===== src/rtl/fp16_psum_norm.sv =====
// fp16_psum_norm: normalise, round-to-nearest-even and pack a psum into binary16.
// Define SUBNORMAL_EN for gradual underflow; otherwise tiny results flush to signed zero.

module fp16_psum_norm #(
    parameter int FLAG_W = 3
) (
    input  logic              clk,
    input  logic              rst,
    input  logic              in_valid,
    output logic              in_ready,
    input  logic              in_sign,
    input  logic [4:0]        in_exp,
    input  logic [12:0]       in_mant,
    output logic              out_valid,
    input  logic              out_ready,
    output logic [15:0]       out_fp16,
    output logic [FLAG_W-1:0] flags,
    input  logic              flags_clr
);

    logic adv;
    logic xfer;

    assign adv      = ~(out_valid & ~out_ready);
    assign in_ready = adv;
    assign xfer     = out_valid & out_ready;

    logic [3:0] lead;
    logic [4:0] e_in;

    always_comb begin
        lead = '0;
        for (int i = 0; i < 13; i++) begin
            if (in_mant[i]) lead = 4'(i);
        end
    end

    assign e_in = (in_exp == 5'd0) ? 5'd1 : in_exp;

    logic              s1_v;
    logic              s1_sign;
    logic              s1_zero;
    logic signed [6:0] s1_e;
    logic [12:0]       s1_mant;
    logic [3:0]        s1_sh;

    always_ff @(posedge clk) begin
        if (rst) begin
            s1_v    <= 1'b0;
            s1_sign <= 1'b0;
            s1_zero <= 1'b0;
            s1_e    <= '0;
            s1_mant <= '0;
            s1_sh   <= '0;
        end else if (adv) begin
            s1_v    <= in_valid;
            s1_sign <= in_sign;
            s1_zero <= (in_mant == 13'd0);
            s1_e    <= $signed({2'b0, e_in}) + $signed({3'b0, lead}) - 7'sd10;
            s1_mant <= in_mant;
            s1_sh   <= 4'd12 - lead;
        end
    end

    logic [25:0] nv;
    logic [25:0] wv;
    logic        sub;
    logic [10:0] m11;
    logic        g;
    logic        st;
    logic        inc;
    logic [11:0] rnd;
    logic [5:0]  ef;
    logic [9:0]  frac;
    logic        inx;
    logic        uf;
`ifdef SUBNORMAL_EN
    logic [3:0]  rsh;
`endif

    // Leading one lands on bit 25; bits 25:15 are the 11-bit significand.
    always_comb begin
        nv  = {s1_mant, 13'b0} << s1_sh;
        sub = (s1_e < 7'sd1);
`ifdef SUBNORMAL_EN
        rsh = sub ? 4'(7'sd1 - s1_e) : 4'd0;
        wv  = nv >> rsh;
`else
        wv  = nv;
`endif
        m11 = wv[25:15];
        g   = wv[14];
        st  = |wv[13:0];
        inc = g & (st | m11[0]);
        rnd = {1'b0, m11} + {11'b0, inc};
        inx = g | st;
        uf  = 1'b0;
        if (rnd[11]) begin
            ef   = s1_e[5:0] + 6'd1;
            frac = rnd[10:1];
        end else begin
            ef   = s1_e[5:0];
            frac = rnd[9:0];
        end
        if (sub) begin
`ifdef SUBNORMAL_EN
            ef   = {5'b0, rnd[10]};
            frac = rnd[9:0];
            uf   = inx & ~rnd[10];
`else
            ef   = '0;
            frac = '0;
            inx  = 1'b1;
            uf   = 1'b1;
`endif
        end
    end

    logic       s2_v;
    logic       s2_sign;
    logic       s2_zero;
    logic [5:0] s2_e;
    logic [9:0] s2_frac;
    logic       s2_inx;
    logic       s2_uf;

    always_ff @(posedge clk) begin
        if (rst) begin
            s2_v    <= 1'b0;
            s2_sign <= 1'b0;
            s2_zero <= 1'b0;
            s2_e    <= '0;
            s2_frac <= '0;
            s2_inx  <= 1'b0;
            s2_uf   <= 1'b0;
        end else if (adv) begin
            s2_v    <= s1_v;
            s2_sign <= s1_sign;
            s2_zero <= s1_zero;
            s2_e    <= ef;
            s2_frac <= frac;
            s2_inx  <= inx;
            s2_uf   <= uf;
        end
    end

    logic [15:0]       pk;
    logic [FLAG_W-1:0] pf;
    logic [FLAG_W-1:0] out_flg;

    always_comb begin
        if (s2_zero) begin
            pk = 16'h0000;
            pf = 3'b000;
        end else if (s2_e >= 6'd31) begin
            pk = {s2_sign, 15'h7C00};
            pf = 3'b101;
        end else begin
            pk = {s2_sign, s2_e[4:0], s2_frac};
            pf = {s2_inx, s2_uf, 1'b0};
        end
    end

    always_ff @(posedge clk) begin
        if (rst) begin
            out_valid <= 1'b0;
            out_fp16  <= 16'h0000;
            out_flg   <= '0;
        end else if (adv) begin
            out_valid <= s2_v;
            if (s2_v) begin
                out_fp16 <= pk;
                out_flg  <= pf;
            end
        end
    end

    // A result leaving on the same edge as a clear still records its flags.
    always_ff @(posedge clk) begin
        if (rst) begin
            flags <= '0;
        end else if (flags_clr) begin
            flags <= xfer ? out_flg : '0;
        end else if (xfer) begin
            flags <= flags | out_flg;
        end
    end

endmodule


===== config.mk =====
export PLATFORM = sky130hd
export DESIGN_NAME = fp16_psum_norm
export DESIGN_NICKNAME = d
export VERILOG_FILES = /design/src/rtl/fp16_psum_norm.sv
export SDC_FILE = /design/constraint.sdc
export NUM_CORES = 1
export LEC_CHECK = 0
export ABC_AREA = 1
export BUFFER_PORTS_ARGS = -buffer_cell sky130_fd_sc_hd__buf_2
export CAP_MARGIN = 20
export CORE_MARGIN = 5
export CORE_UTILIZATION = 35
export CTS_CLUSTER_DIAMETER = 200
export DETAILED_ROUTE_END_ITERATION = 7
export MAX_ROUTING_LAYER = met4
export PLACE_DENSITY = 0.6
export SLEW_MARGIN = 25
export SYNTH_ARGS = -nofsm -noshare
export SYNTH_HDL_FRONTEND = slang
export SYNTH_SLANG_ARGS = --single-unit

===== constraint.sdc =====
create_clock -name clk -period 2.8 [get_ports clk]
set_clock_uncertainty 0.05 [all_clocks]
set_input_delay 0.28 -clock clk [delete_from_list [all_inputs] [get_ports clk]]
set_output_delay 0.28 -clock clk [all_outputs]
set_load 0.005 [all_outputs]

==> results by group <==
Timing
  • Final setup TNS: 0 ps
  • Final hold vios: 0
  • Unrepaired setup endpoints after global routing: false
  • Final setup viols: 0
  • Slew at the pin closest to its max-slew limit: approximately 840 ps
  • Crit share post-route: ~89%
  • Slew Limit Fails: 0
  • Tmin final: around 2500 ps
  • Highest clock rate: between 400 and 500 MHz
  • Slew margin rel.: between 40% and 50%

Setup path
  • CP required: around 3000 ps
  • Cells along the critical path: inv_2 > nand2_1 > nand3_1 > nand3_2 > nor2_2 > nand3_1 > nor3_4 > nand4_2 > nor2_1 > nor2_1 > nand2_1 > a21oi_1
  • CP max FO: 14
  • Max stage delay on crit path: ~480 ps
  • CP startpoint kind: flip-flop
  • Bufs and invs on worst path: 1
  • Top delay family on crit path: simple AND/OR/NAND/NOR gates
  • CP Class: reg -> reg
  • Crit path max-delay cell type: dfxtp_1
  • Arr. time, crit path: 2640 ps
  • Crit end category: flip-flop

Cells and area
  • Post-layout util: around two fifths
  • Commonest non-fill, non-tap cells in the layout: 163 x nand2_1, 71 x dfxtp_1, 57 x nand3_1
  • Share of layout cells above drive strength 1: roughly 17%
  • Syn-to-layout area delta: 15.5%
  • Most common cell after layout, fill and taps aside: nand2_1
  • # diodes: 0
  • Nets: 667

Drt
  • Via density: 4.95
  • Routed wire length: 9.46 mm
  • DRT antenna net count: 0
  • TritonRoute pass-1 iters: 4
  • Average wire per standard cell: approximately 12 µm
  • DR iter-0 viols: 261
  • Vias: between 3,000 and 4,000
  • Drt drc: 0

Placement
  • Dpl hpwl: roughly 7 mm
  • GP Congestion: between 0.8 and 0.9
  • PortBufs: 44

Pwr
  • Logic pwr share: 19.6%
  • Switch share: ~29%
  • PD cells: between 600 and 700 nW/µm²
  • Switching power: 0.000855 W
  • Internal power: 0.00209 W
  • Clk pwr share: a little over two fifths
  • Worst VDD drop: 0.000305 V
  • Leakage power: 2.16 nW
  • Sequential power share: approximately two fifths

Global route
  • First-pass GRT wire length: approximately 17 mm
  • Total track usage: ~15%
  • Grt total ovfl: 0
  • Number of global-route vias before repair: between 3,000 and 4,000
  • Largest net degree at the start of global routing: 43
  • Initial antenna violation count: 0

Logic synthesis
  • Post-synth cell types: 40
  • Syn Area/Cell: between 6 and 7 µm²
  • Synth Register Bits: 71
  • Post-synth EDFFs: 0
  • Synth Flop Type: dfxtp_1
  • Synth Instances: 596
  • Yosys warns: 0
  • Synth Cell Area: 4060 µm²
  • Async SR Flop Fraction: 0%
  • Syn_nets: between 600 and 700
  • Register area share after synthesis: between 30% and 40%

Clocking
  • Max clock buf depth: 2
  • Clock sink count: between 70 and 80
  • CTS tree: built
  • Hold buffers post-CTS: 0
  • Depth of the CTS H-tree: 3
  • Post-CTS sizing: 0
  • Postcts setup bufs: 0
  • Clock latency on the worst-skew pair: 330 ps
  • CTS Buf Count: 9
  • Clk root buf: clkbuf_16
  • Clock transition at path regs: around 60 ps

Floorplanning
  • Die area: ~14,000 µm²
  • Die X-Extent: roughly 120 µm
  • Starting Density: 35.6%
  • Core ar.: ~11,000 µm²
  • Core Rows: 39
  • Chip height: 118 µm
  • I/O pin total: 45

Worst hold path
  • Hold Crit Class: in -> reg

Status
  • Status: finished clean

Run
  • Max cap viols: 0
## final timing paths
kind	cells after the start	slack, ps	to	startpoint
worst max-delay path	12	300	s2_frac[9]	s1_sh[0]
worst min-delay path	3	160	s1_sign	in_sign
worst max register to register	12	300	s2_frac[9]	s1_sh[0]
worst min register to register	2	410	out_fp16[9]	s2_frac[9]
## layer usage
metal  track usage, %  vias to the layer above  wire, µm
met5                -                        -         0
met2             23.4                       51      4540
met3             2.88                       13       214
met1             18.1                     1770      4520
met4             5.88                        0       186
li1                 -                     2009         -
## registers in the layout, indices dropped and copies added, names as in the netlist, 3 cells and up
| register | cells |
|---|---|
| s2_frac | 10 |
| s1_e | 7 |
| s1_mant | 13 |
| s1_sh | 4 |
| flags | 3 |
| out_flg | 3 |
| s2_e | 6 |
| out_fp16 | 16 |
## metrics by stage
| stage | power, W | std cells | area [µm²] | setup WS, ps | hold WS [ps] |
|---|---|---|---|---|---|
| after floorplan | 0.00160 | 596 | 4060 | 465 | 376 |
| after global placement | 0.00173 | 761 | 4370 | 165 | 397 |
| after detailed placement | 0.00174 | 761 | 4370 | 40.6 | 402 |
| after CTS | 0.00298 | 776 | 4690 | 329 | 150 |
| after global routing | 0.00311 | 776 | 4690 | 75.6 | 174 |
| final | 0.00294 | 776 | 4690 | 305 | 161 |
## worst reg2reg max path: stages (launching register included)
cell and delay, ps:
dfxtp_1 480, inv_2 280, nand2_1 150, nand3_1 140
nand3_2 120, nor2_2 170, nand3_1 140, nor3_4 270
nand4_2 250, nor2_1 150, nor2_1 50, nand2_1 60
a21oi_1 60
## synthesized netlist by cell type (2+ instances only)
master    count  area share, %
a21oi_1      54            6.7
a21oi_2       4           0.86
a31oi_1       7            1.1
buf_1         3           0.28
buf_2         6           0.74
buf_4         2           0.37
buf_6         3           0.83
clkbuf_1     15            1.4
dfxtp_1      71             35
ha_1         13            4.0
inv_1        54            5.0
inv_2         5           0.46
nand2_1     163             15
nand2_2      10            1.5
nand2_4       3           0.83
nand3_1      57            7.0
nand3_2       3           0.74
nand3b_1      2           0.37
nand4_1       5           0.77
nor2_1       39            3.6
nor2_2        5           0.77
nor2_4        2           0.55
nor3_1        6           0.74
o211ai_1      2           0.37
o21ai_0      36            4.4
o21ai_1       3           0.37
o21ai_2       2           0.43
xnor2_1       4           0.86
xor2_1        6            1.3
## power by group through the flow
stage          Combinational (W)  Clock, W  Sequential [W]
2_1_floorplan           0.000456         0         0.00115
3_3_place_gp            0.000573         0         0.00116
3_5_place_dp            0.000577         0         0.00116
4_1_cts                 0.000581   0.00125         0.00114
5_1_grt                 0.000665   0.00130         0.00115
6_report                0.000576   0.00123         0.00114
## layout make-up
class | instances | area (µm²)
Sequential cell | 71 | 1420
Timing Repair Buffer | 51 | 273
Clock buffer | 10 | 239
Tap cell | 143 | 179
Inverter | 60 | 225
Multi-Input combinational cell | 436 | 2270
Clock inverter | 5 | 82.6
Fill cell | 1230 | 6730
## kinds of logic (layout without fill, tap and decap cells)
group                      count (synthesis)  count (layout)  synth area share, %
adders and majority gates                 14              14                 4.50
buffers and inverters                     89             126                 9.15
DFF                                       71              71                 35.0
and+or+nand+nor                          300             300                 34.1
xor gates and xnor gates                  10              10                 2.16
AOI/OAI and AO/OA                        112             112                 15.1
Note: power is estimated with default switching activity, not from simulation.
